==> src/rtl/fpu_adder_pkg.sv <==
//------------------------------------------------------------------------------
// fpu_adder_pkg : shared constants, special-case codes and unpack helpers
// Revision      : 1.0
//------------------------------------------------------------------------------
`default_nettype none

package fpu_adder_pkg;

   localparam int EXP_W     = 8;
   localparam int FRAC_W    = 23;
   localparam int MANT_W    = 27;
   localparam int SHIFT_SAT = 27;
   localparam int SHAMT_W   = 5;

   typedef enum logic [1:0] {
      SPC_NORMAL = 2'b00,
      SPC_INF    = 2'b01,
      SPC_NAN    = 2'b10
   } special_e;

   typedef struct packed {
      logic [EXP_W-1:0]   exp_big;
      logic [MANT_W-1:0]  mant_big;
      logic [MANT_W-1:0]  mant_small;
      logic [SHAMT_W-1:0] shamt;
      logic               sign_big;
      logic               eff_sub;
      special_e           special;
   } s1_t;

   // Denormals and zero behave as exponent 1 with a cleared hidden bit.
   function automatic logic [EXP_W-1:0] eff_exp(input logic [EXP_W-1:0] e);
      return (e == '0) ? EXP_W'(1) : e;
   endfunction

   function automatic logic [MANT_W-1:0] unpack_mant(input logic [EXP_W-1:0]  e,
                                                     input logic [FRAC_W-1:0] f);
      return {(e != '0), f, 3'b000};
   endfunction

endpackage

`default_nettype wire

==> src/rtl/sticky_rshift.sv <==
//------------------------------------------------------------------------------
// sticky_rshift : combinational right shift, shifted-out bits ORed into bit 0
// Revision      : 1.0
//------------------------------------------------------------------------------
`default_nettype none

module sticky_rshift
   import fpu_adder_pkg::*;
(
   input  logic [MANT_W-1:0]  din,
   input  logic [SHAMT_W-1:0] amt,
   output logic [MANT_W-1:0]  dout
);

   logic [MANT_W-1:0] shifted;
   logic [MANT_W-1:0] lost_mask;
   logic              sticky;

   always_comb begin
      shifted   = din >> amt;
      lost_mask = ~({MANT_W{1'b1}} << amt);
      sticky    = |(din & lost_mask);
      dout      = {shifted[MANT_W-1:1], shifted[0] | sticky};
   end

endmodule

`default_nettype wire

==> src/rtl/align_stage.sv <==
//------------------------------------------------------------------------------
// align_stage : two-stage FP32 adder alignment (compare/swap, then sticky shift)
// Revision    : 1.0
//------------------------------------------------------------------------------
`default_nettype none

module align_stage
   import fpu_adder_pkg::*;
(
   input  logic              clk,
   input  logic              rst,
   input  logic [31:0]       a,
   input  logic [31:0]       b,
   input  logic              in_valid,
   output logic              in_ready,
   output logic              out_valid,
   input  logic              out_ready,
   output logic [EXP_W-1:0]  mux_out,
   output logic [MANT_W-1:0] mant_big,
   output logic [MANT_W-1:0] mant_small,
   output logic              sign_big,
   output logic              eff_sub,
   output logic [1:0]        special
);

   logic               s1_valid_q, s1_valid_d;
   s1_t                s1_q, s1_d;
   logic               s2_valid_q, s2_valid_d;
   logic [EXP_W-1:0]   mux_out_q, mux_out_d;
   logic [MANT_W-1:0]  mant_big_q, mant_big_d;
   logic [MANT_W-1:0]  mant_small_q, mant_small_d;
   logic               sign_big_q, sign_big_d;
   logic               eff_sub_q, eff_sub_d;
   special_e           special_q, special_d;

   logic               accept;
   logic               s2_load;
   logic               a_is_big;
   logic [EXP_W-1:0]   exp_a, exp_b, exp_big, exp_small, exp_diff;
   logic               nan_any, inf_any;
   s1_t                s1_new;
   logic [MANT_W-1:0]  shifted_small;

   sticky_rshift u_sticky_rshift (
      .din  (s1_q.mant_small),
      .amt  (s1_q.shamt),
      .dout (shifted_small)
   );

   // S1: unpack, magnitude compare (tie keeps a), swap, exponent difference.
   always_comb begin
      a_is_big  = (a[30:0] >= b[30:0]);
      exp_a     = eff_exp(a[30:23]);
      exp_b     = eff_exp(b[30:23]);
      exp_big   = a_is_big ? exp_a : exp_b;
      exp_small = a_is_big ? exp_b : exp_a;
      exp_diff  = exp_big - exp_small;

      nan_any = ((a[30:23] == 8'hFF) && (a[22:0] != '0)) ||
                ((b[30:23] == 8'hFF) && (b[22:0] != '0));
      inf_any = (a[30:23] == 8'hFF) || (b[30:23] == 8'hFF);

      s1_new.exp_big    = exp_big;
      s1_new.mant_big   = a_is_big ? unpack_mant(a[30:23], a[22:0])
                                   : unpack_mant(b[30:23], b[22:0]);
      s1_new.mant_small = a_is_big ? unpack_mant(b[30:23], b[22:0])
                                   : unpack_mant(a[30:23], a[22:0]);
      s1_new.shamt      = (exp_diff > EXP_W'(SHIFT_SAT)) ? SHAMT_W'(SHIFT_SAT)
                                                         : exp_diff[SHAMT_W-1:0];
      s1_new.sign_big   = a_is_big ? a[31] : b[31];
      s1_new.eff_sub    = a[31] ^ b[31];
      s1_new.special    = nan_any ? SPC_NAN : (inf_any ? SPC_INF : SPC_NORMAL);
   end

   // Handshake and pipeline advance; a stalled S2 freezes every output.
   always_comb begin
      in_ready = !rst && (!s1_valid_q || !s2_valid_q || out_ready);
      accept   = in_valid && in_ready;
      s2_load  = s1_valid_q && (!s2_valid_q || out_ready);

      s1_valid_d = s1_valid_q;
      s1_d       = s1_q;
      if (accept) begin
         s1_valid_d = 1'b1;
         s1_d       = s1_new;
      end else if (s2_load) begin
         s1_valid_d = 1'b0;
      end

      s2_valid_d   = s2_valid_q;
      mux_out_d    = mux_out_q;
      mant_big_d   = mant_big_q;
      mant_small_d = mant_small_q;
      sign_big_d   = sign_big_q;
      eff_sub_d    = eff_sub_q;
      special_d    = special_q;
      if (s2_load) begin
         s2_valid_d   = 1'b1;
         mux_out_d    = s1_q.exp_big;
         mant_big_d   = s1_q.mant_big;
         mant_small_d = shifted_small;
         sign_big_d   = s1_q.sign_big;
         eff_sub_d    = s1_q.eff_sub;
         special_d    = s1_q.special;
      end else if (out_ready) begin
         s2_valid_d = 1'b0;
      end
   end

   always_ff @(posedge clk) begin
      if (rst) begin
         s1_valid_q   <= 1'b0;
         s1_q         <= '0;
         s2_valid_q   <= 1'b0;
         mux_out_q    <= '0;
         mant_big_q   <= '0;
         mant_small_q <= '0;
         sign_big_q   <= 1'b0;
         eff_sub_q    <= 1'b0;
         special_q    <= SPC_NORMAL;
      end else begin
         s1_valid_q   <= s1_valid_d;
         s1_q         <= s1_d;
         s2_valid_q   <= s2_valid_d;
         mux_out_q    <= mux_out_d;
         mant_big_q   <= mant_big_d;
         mant_small_q <= mant_small_d;
         sign_big_q   <= sign_big_d;
         eff_sub_q    <= eff_sub_d;
         special_q    <= special_d;
      end
   end

   always_comb begin
      out_valid  = s2_valid_q;
      mux_out    = mux_out_q;
      mant_big   = mant_big_q;
      mant_small = mant_small_q;
      sign_big   = sign_big_q;
      eff_sub    = eff_sub_q;
      special    = special_q;
   end

endmodule

`default_nettype wire

==> config.mk <==
export PLATFORM = sky130hd
export DESIGN_NAME = align_stage
export DESIGN_NICKNAME = d
export VERILOG_FILES = /design/src/rtl/fpu_adder_pkg.sv /design/src/rtl/sticky_rshift.sv /design/src/rtl/align_stage.sv
export SDC_FILE = /design/constraint.sdc
export NUM_CORES = 1
export LEC_CHECK = 0
export CAP_MARGIN = 20
export CORE_ASPECT_RATIO = 1.5
export CORE_MARGIN = 1
export CORE_UTILIZATION = 58
export CTS_CLUSTER_SIZE = 16
export DETAILED_ROUTE_END_ITERATION = 8
export PLACE_DENSITY = 0.95
export RECOVER_POWER = 25
export SYNTH_ARGS = -nofsm -noshare
export SYNTH_HDL_FRONTEND = slang
export SYNTH_SLANG_ARGS = --single-unit
==> constraint.sdc <==
create_clock -name clk -period 11 [get_ports clk]
set_input_delay 3.3 -clock clk [delete_from_list [all_inputs] [get_ports clk]]
set_output_delay 3.3 -clock clk [all_outputs]
set_load 0.01 [all_outputs]
======== After elaboration in Yosys (flattened, before gate mapping) ========
Cells that the tools add are included.
cells by class
  bitwise logic cells ..................... 4
  reduce and logical (&&, ||, !) cells .... 22
  eq/ne operators ......................... 2
  shift-type cells ........................ 2
  divide/modulo/power cells ............... 0
  multipliers ............................. 0
  $add $sub $neg .......................... 1
  order comparisons ....................... 2
  multiplexer cells ....................... 14
operators by type and width
  cell                                                                  number
  27-bit 2-to-1 mux                                                     2
  23-bit nonzero test                                                   2
  8-bit 2-to-1 mux                                                      4
  31-bit greater-or-equal comparator                                    1
  27-bit bitwise AND                                                    1
  27-bit NOT                                                            1
  27-bit OR reduction                                                   1
  27-bit by 5-bit left shift with 27-bit output, first input constant   1
  27-bit by 5-bit >> shifter with 27-bit output                         1
  8-bit == test, second input constant                                  2
  8-bit zero test                                                       2
  8-bit nonzero test                                                    2
  8-bit by 5-bit > comparator with 1-bit output, second input constant  1
  8-bit subtractor                                                      1
  1-bit 2-to-1 mux                                                      6
  1-bit logical AND                                                     5
  1-bit logical OR                                                      5
  5-bit 2-to-1 mux                                                      1
  2-bit nonzero test                                                    2
  1-bit zero test                                                       3
  2-bit 2-to-1 mux                                                      1
  1-bit OR                                                              1
  1-bit XOR                                                             1
storage, ports and cells
  logic and storage cells ................. 62
  bits in writable memories ............... 0
  memory bits (read-only) ................. 0
  output and inout port bits .............. 68
  register bits after elaboration ......... 139
  memories kept ........................... 0
  bits in latches ......................... 0
  bits of input ports ..................... 68

======== Depth between registers and ports, before layout ========
  depth after elaboration ................. 6
  gate-level depth with buffers ........... 22
  mapped depth without buffers ............ 20

======== Hierarchy ========
A second synthesis with hierarchy kept.
second synthesis, totals
  cells, all modules ...................... 1044
  area, all modules ....................... 8224.1 sq um
modules (own cells, without submodules)
  module         area each (sq um)  sequential area each (sq um)  cells each  times used
  align_stage    6443.7             2602.5                        833         1
  sticky_rshift  1780.5             0.0                           211         1

======== Least setup slack after synthesis ========
No wires, ideal clock.
  path kind ............................... input to register
  start ................................... input port b[22]
  end ..................................... register s1_q[4] (netlist name)
  path buffers ............................ 2
  required time ........................... 10.919 ns
  setup time .............................. 0.081 ns
  setup slack ............................. 3.982 ns
  stages .................................. 20
  arrival time ............................ 6.937 ns
  cells stage by stage .................... inv_1 ha_1 nand4_1 or4_4 a21oi_4 nor2_1 buf_2 buf_2 o21ai_0 inv_1 ha_1 nand2b_1 a21oi_1 nand2_1 o211a_1 nor4_1 a31oi_1 o21ai_0 a21oi_1 a41oi_1
on the way
  cells in the longest elaborated chain, start to end .. 5
  elaborated cells on any way between the ends .. 6
  classes of those cells .................. 1 x add/sub; 2 x order compare; 3 x mux
RTL lines
  element                                        RTL line                              text
  start, declared                                align_stage.sv:13                     input logic [31:0] b,
  31-bit greater-or-equal comparator *           align_stage.sv:52                     a_is_big = (a[30:0] >= b[30:0]);
  8-bit 2-to-1 mux (on tied branches)            align_stage.sv:55, align_stage.sv:56
  8-bit subtractor *                             align_stage.sv:57                     exp_diff = exp_big - exp_small;
  8-bit by 5-bit > comparator with 1-bit output  align_stage.sv:68                     s1_new.shamt = (exp_diff > EXP_W'(SHIFT_SAT)) ? SHAMT_W'(SHIFT_SAT)
  5-bit 2-to-1 mux *                             align_stage.sv:68
  end signal, assigned                           align_stage.sv:113                    s1_q <= '0;
  end signal, assigned                           align_stage.sv:123                    s1_q <= s1_d;
  end, declared                                  align_stage.sv:27                     s1_t s1_q, s1_d;
Every way passes the cells marked *; elsewhere a longest branch is shown, timed or not.
A chain may end at the register's enable or synchronous reset.

======== Worst setup path after layout ========
  start ................................... input port out_ready
  end ..................................... output port in_ready
on the way
  cells in the longest elaborated chain, start to end .. 2
RTL lines
  element            RTL line           text
  start, declared    align_stage.sv:17  input logic out_ready,
  1-bit logical OR   align_stage.sv:77  in_ready = !rst && (!s1_valid_q || !s2_valid_q || out_ready);
  1-bit logical AND  align_stage.sv:77
  end, declared      align_stage.sv:15  output logic in_ready,
No other way between the ends.

==> impl_metrics.ini <==
[critical_path]
slowest_delay_ns = 0.53
crit_fanout = 5
cp_top_family = buffers and inverters
worstReg2RegStart = out_valid
slowest_stage = dlygate4sd3_1
crit_arrival_ns = 4.90
end_kind = output port
crit_buf_inv = 2
crit_path_start_kind = input pin
crit_required_ns = 7.70
crit_start = out_ready
crit_type = input pin to output port
crit_chain = dlygate4sd3_1 -> nor2b_1 -> a21oi_1 -> clkdlybuf4s50_1

[synthesis]
ys_async_sr_fraction_pct = 0
synth_seq_cells = 130
synth-warning-count = 0
netlist_area_mm2 = 0.00791
synth_top_flop_cell = dfxtp_1
synth_cell_type_count = 68
synth-edff-count = 0
synthCells = 1015
ys_seq_area_share_pct = 32.9
postSynthAreaPerCell_um2 = 7.80

[power_and_ir_drop]
switching_power_uw = 504
swShare_pct = 33.8
seq_power_share_pct = 36.2
pwr-share-comb_pct = 26.2
p_int_uw = 988
ir_drop_uv = 124
power.leakage_nw = 3.90
p_per_area_mw_per_mm2 = 153
pwr-share-clk_pct = 37.6

[timing]
fmax_ghz = 0.122
hold_violations = 0
post-route-period-util_pct = 74.5
tns_ns = 0
rsz0062_at_grt = no
slew_headroom_pct = -76.8
drv_slew = 57
period_needed_ns = 8.20
max_slew.worst_pin.slew_ns = 2.65
setup_violations = 0
fin_skew_ns = 0.0105

[global_route]
grt_pass1_vias = 7886
grt-ovfl-total = 0
grt_pass1_wl_um = 38800
grt_max_degree = 117
grtUsageTotal_pct = 34.3
antenna_found_initial = 0

[finish]
fin_nets = 1206
drive_gt1_share_pct = 7.55
diodes = 0
final_core_util_pct = 74.3
area_growth_pct = 23.5

[clock_network]
cts_tree = built
ctsResizeCount = 0
clock_path_buffers = 2
cts_sinks = 130
cts.clk_slew.worst_paths_ns = 0.06
cts_max_level = 4
clk_latency_ns = 0.44
cts_root_buf = clkbuf_16
cts_inserted_buffers = 17
cts_hold_buf = 0
post_cts.repair.setup_buffers = 0

[status]
outcome = complete, but fails checks
violations = max-capacitance violations, max-slew violations

[hold_path]
hold_start = mant_big[7]
min_path_type = register to register

[drt]
wl_per_cell_um = 19.0
drt_wl_total_um = 24200
drt-pass1-iter-count = 6
drc = 0
ant_nets = 0
vias = 8313
avgViaCountPerCell = 6.54
drt_iter0_markers = 861

[floorplan]
die_w_um = 97.4
initial_core_util_pct = 60.2
dieArea_mm2 = 0.0141
core.rowCount = 51
coreArea_mm2 = 0.0131
fp.dieH_um = 145
io_pins = 136

[placement]
hpwl_um = 16700
place_congestion = 0.940
port_buffers = 132

[flow_run]
cap_violations = 1
[synthesized netlist by cell type (7+ instances only)]
library cell	instances	area share (%)
dfxtp_1	130	33
nand2_1	127	6.0
a21oi_1	107	6.8
o21ai_0	101	6.4
nor2_1	85	4.0
nand3_1	67	4.2
clkbuf_1	54	2.6
mux2i_1	53	6.7
inv_1	42	2.0
ha_1	38	6.0
nor4_1	20	1.6
buf_2	14	0.89
mux4_2	12	3.4
nand4_1	12	0.95
a22oi_1	11	1.0
a211oi_1	9	0.85
mux2_2	9	1.3
nor2b_1	9	0.71
nor3_1	8	0.51
a31oi_1	7	0.55
o221ai_1	7	0.77
o22ai_1	7	0.55
[final cells by class]
type,instances,area [um2]
fillers,934,3370
inverters,42,158
well taps,159,199
multi-input cells,767,4850
clock buffers,18,439
flip-flops and latches,130,2600
repair buffers,141,1380
clock inverters,14,141
[power groups by stage]
stage / clock (mW) / sequential, mW / combinational [mW]
after floorplan: 0 / 0.537 / 0.266
after global placement: 0 / 0.547 / 0.369
after detailed placement: 0 / 0.549 / 0.378
after CTS: 0.558 / 0.539 / 0.384
after global routing: 0.581 / 0.545 / 0.424
final: 0.560 / 0.540 / 0.391
[stage by stage]
step / worst slack, ns / hold slack, ns / std cells / cell area [um2] / total power [mW]
after floorplan: 3.98 / 0.432 / 1017 / 7920 / 0.803
after global placement: 2.84 / 0.439 / 1239 / 9200 / 0.917
after detailed placement: 2.65 / 0.447 / 1239 / 9200 / 0.927
after CTS: 2.93 / 0.452 / 1271 / 9780 / 1.48
after global routing: 2.48 / 0.469 / 1271 / 9770 / 1.55
final: 2.80 / 0.451 / 1271 / 9770 / 1.49
[cells in the final DEF, fill, tap and decap left out, drive strengths merged, types with 46 or more instances in the layout]
cell,instances
a21oi,109
clkdlybuf4s50,85
dfxtp,130
dlygate4sd3,46
inv,49
mux2i,53
nand2,127
nand3,67
nor2,85
o21ai,102
[cell families after synthesis]
logic type | share of synthesized area [%]
compound gates | 22.8
simple gates | 19.8
fa+ha+maj | 6.26
buf+inv | 6.15
flops | 32.9
xor+xnor | 0.664
other cells | 0.0474
mux | 11.4
[per-layer routing]
layer  vias to the layer above  share of wire (%)  wire length (um)  track usage (%)
met3                       136                8.7              2110             7.18
met5                         -                  0                 0                0
li1                       3831                  -                 -                -
met4                         0                6.8              1640             25.1
met2                       520                 48             11700             56.2
met1                      3826                 36              8790             39.1
[worst reg2reg max path: stages, from the launching register on]
cell      delay (ns)
dfxtp_1         0.30
nor2b_1         0.18
nor2b_4         0.11
clkbuf_1        1.88
o221ai_1        0.58
o21ai_0         0.22
nor2_1          0.07
[registers in the layout, summed over array words and instances (netlist names)]
register	cells
mux_out	8
s1_q	65
eff_sub	1
sign_big	1
s1_valid_q	1
mant_big	24
special	2
out_valid	1
mant_small	27
[worst paths after layout]
check	to	slack, ns	cells past startpoint
hold / removal	mant_big[7]	0.45	2
setup reg to reg	mant_small[7]	7.52	6
hold reg to reg	mant_big[7]	0.45	2
setup / recovery	in_ready	2.80	4
(Power assumes the default switching activity.)
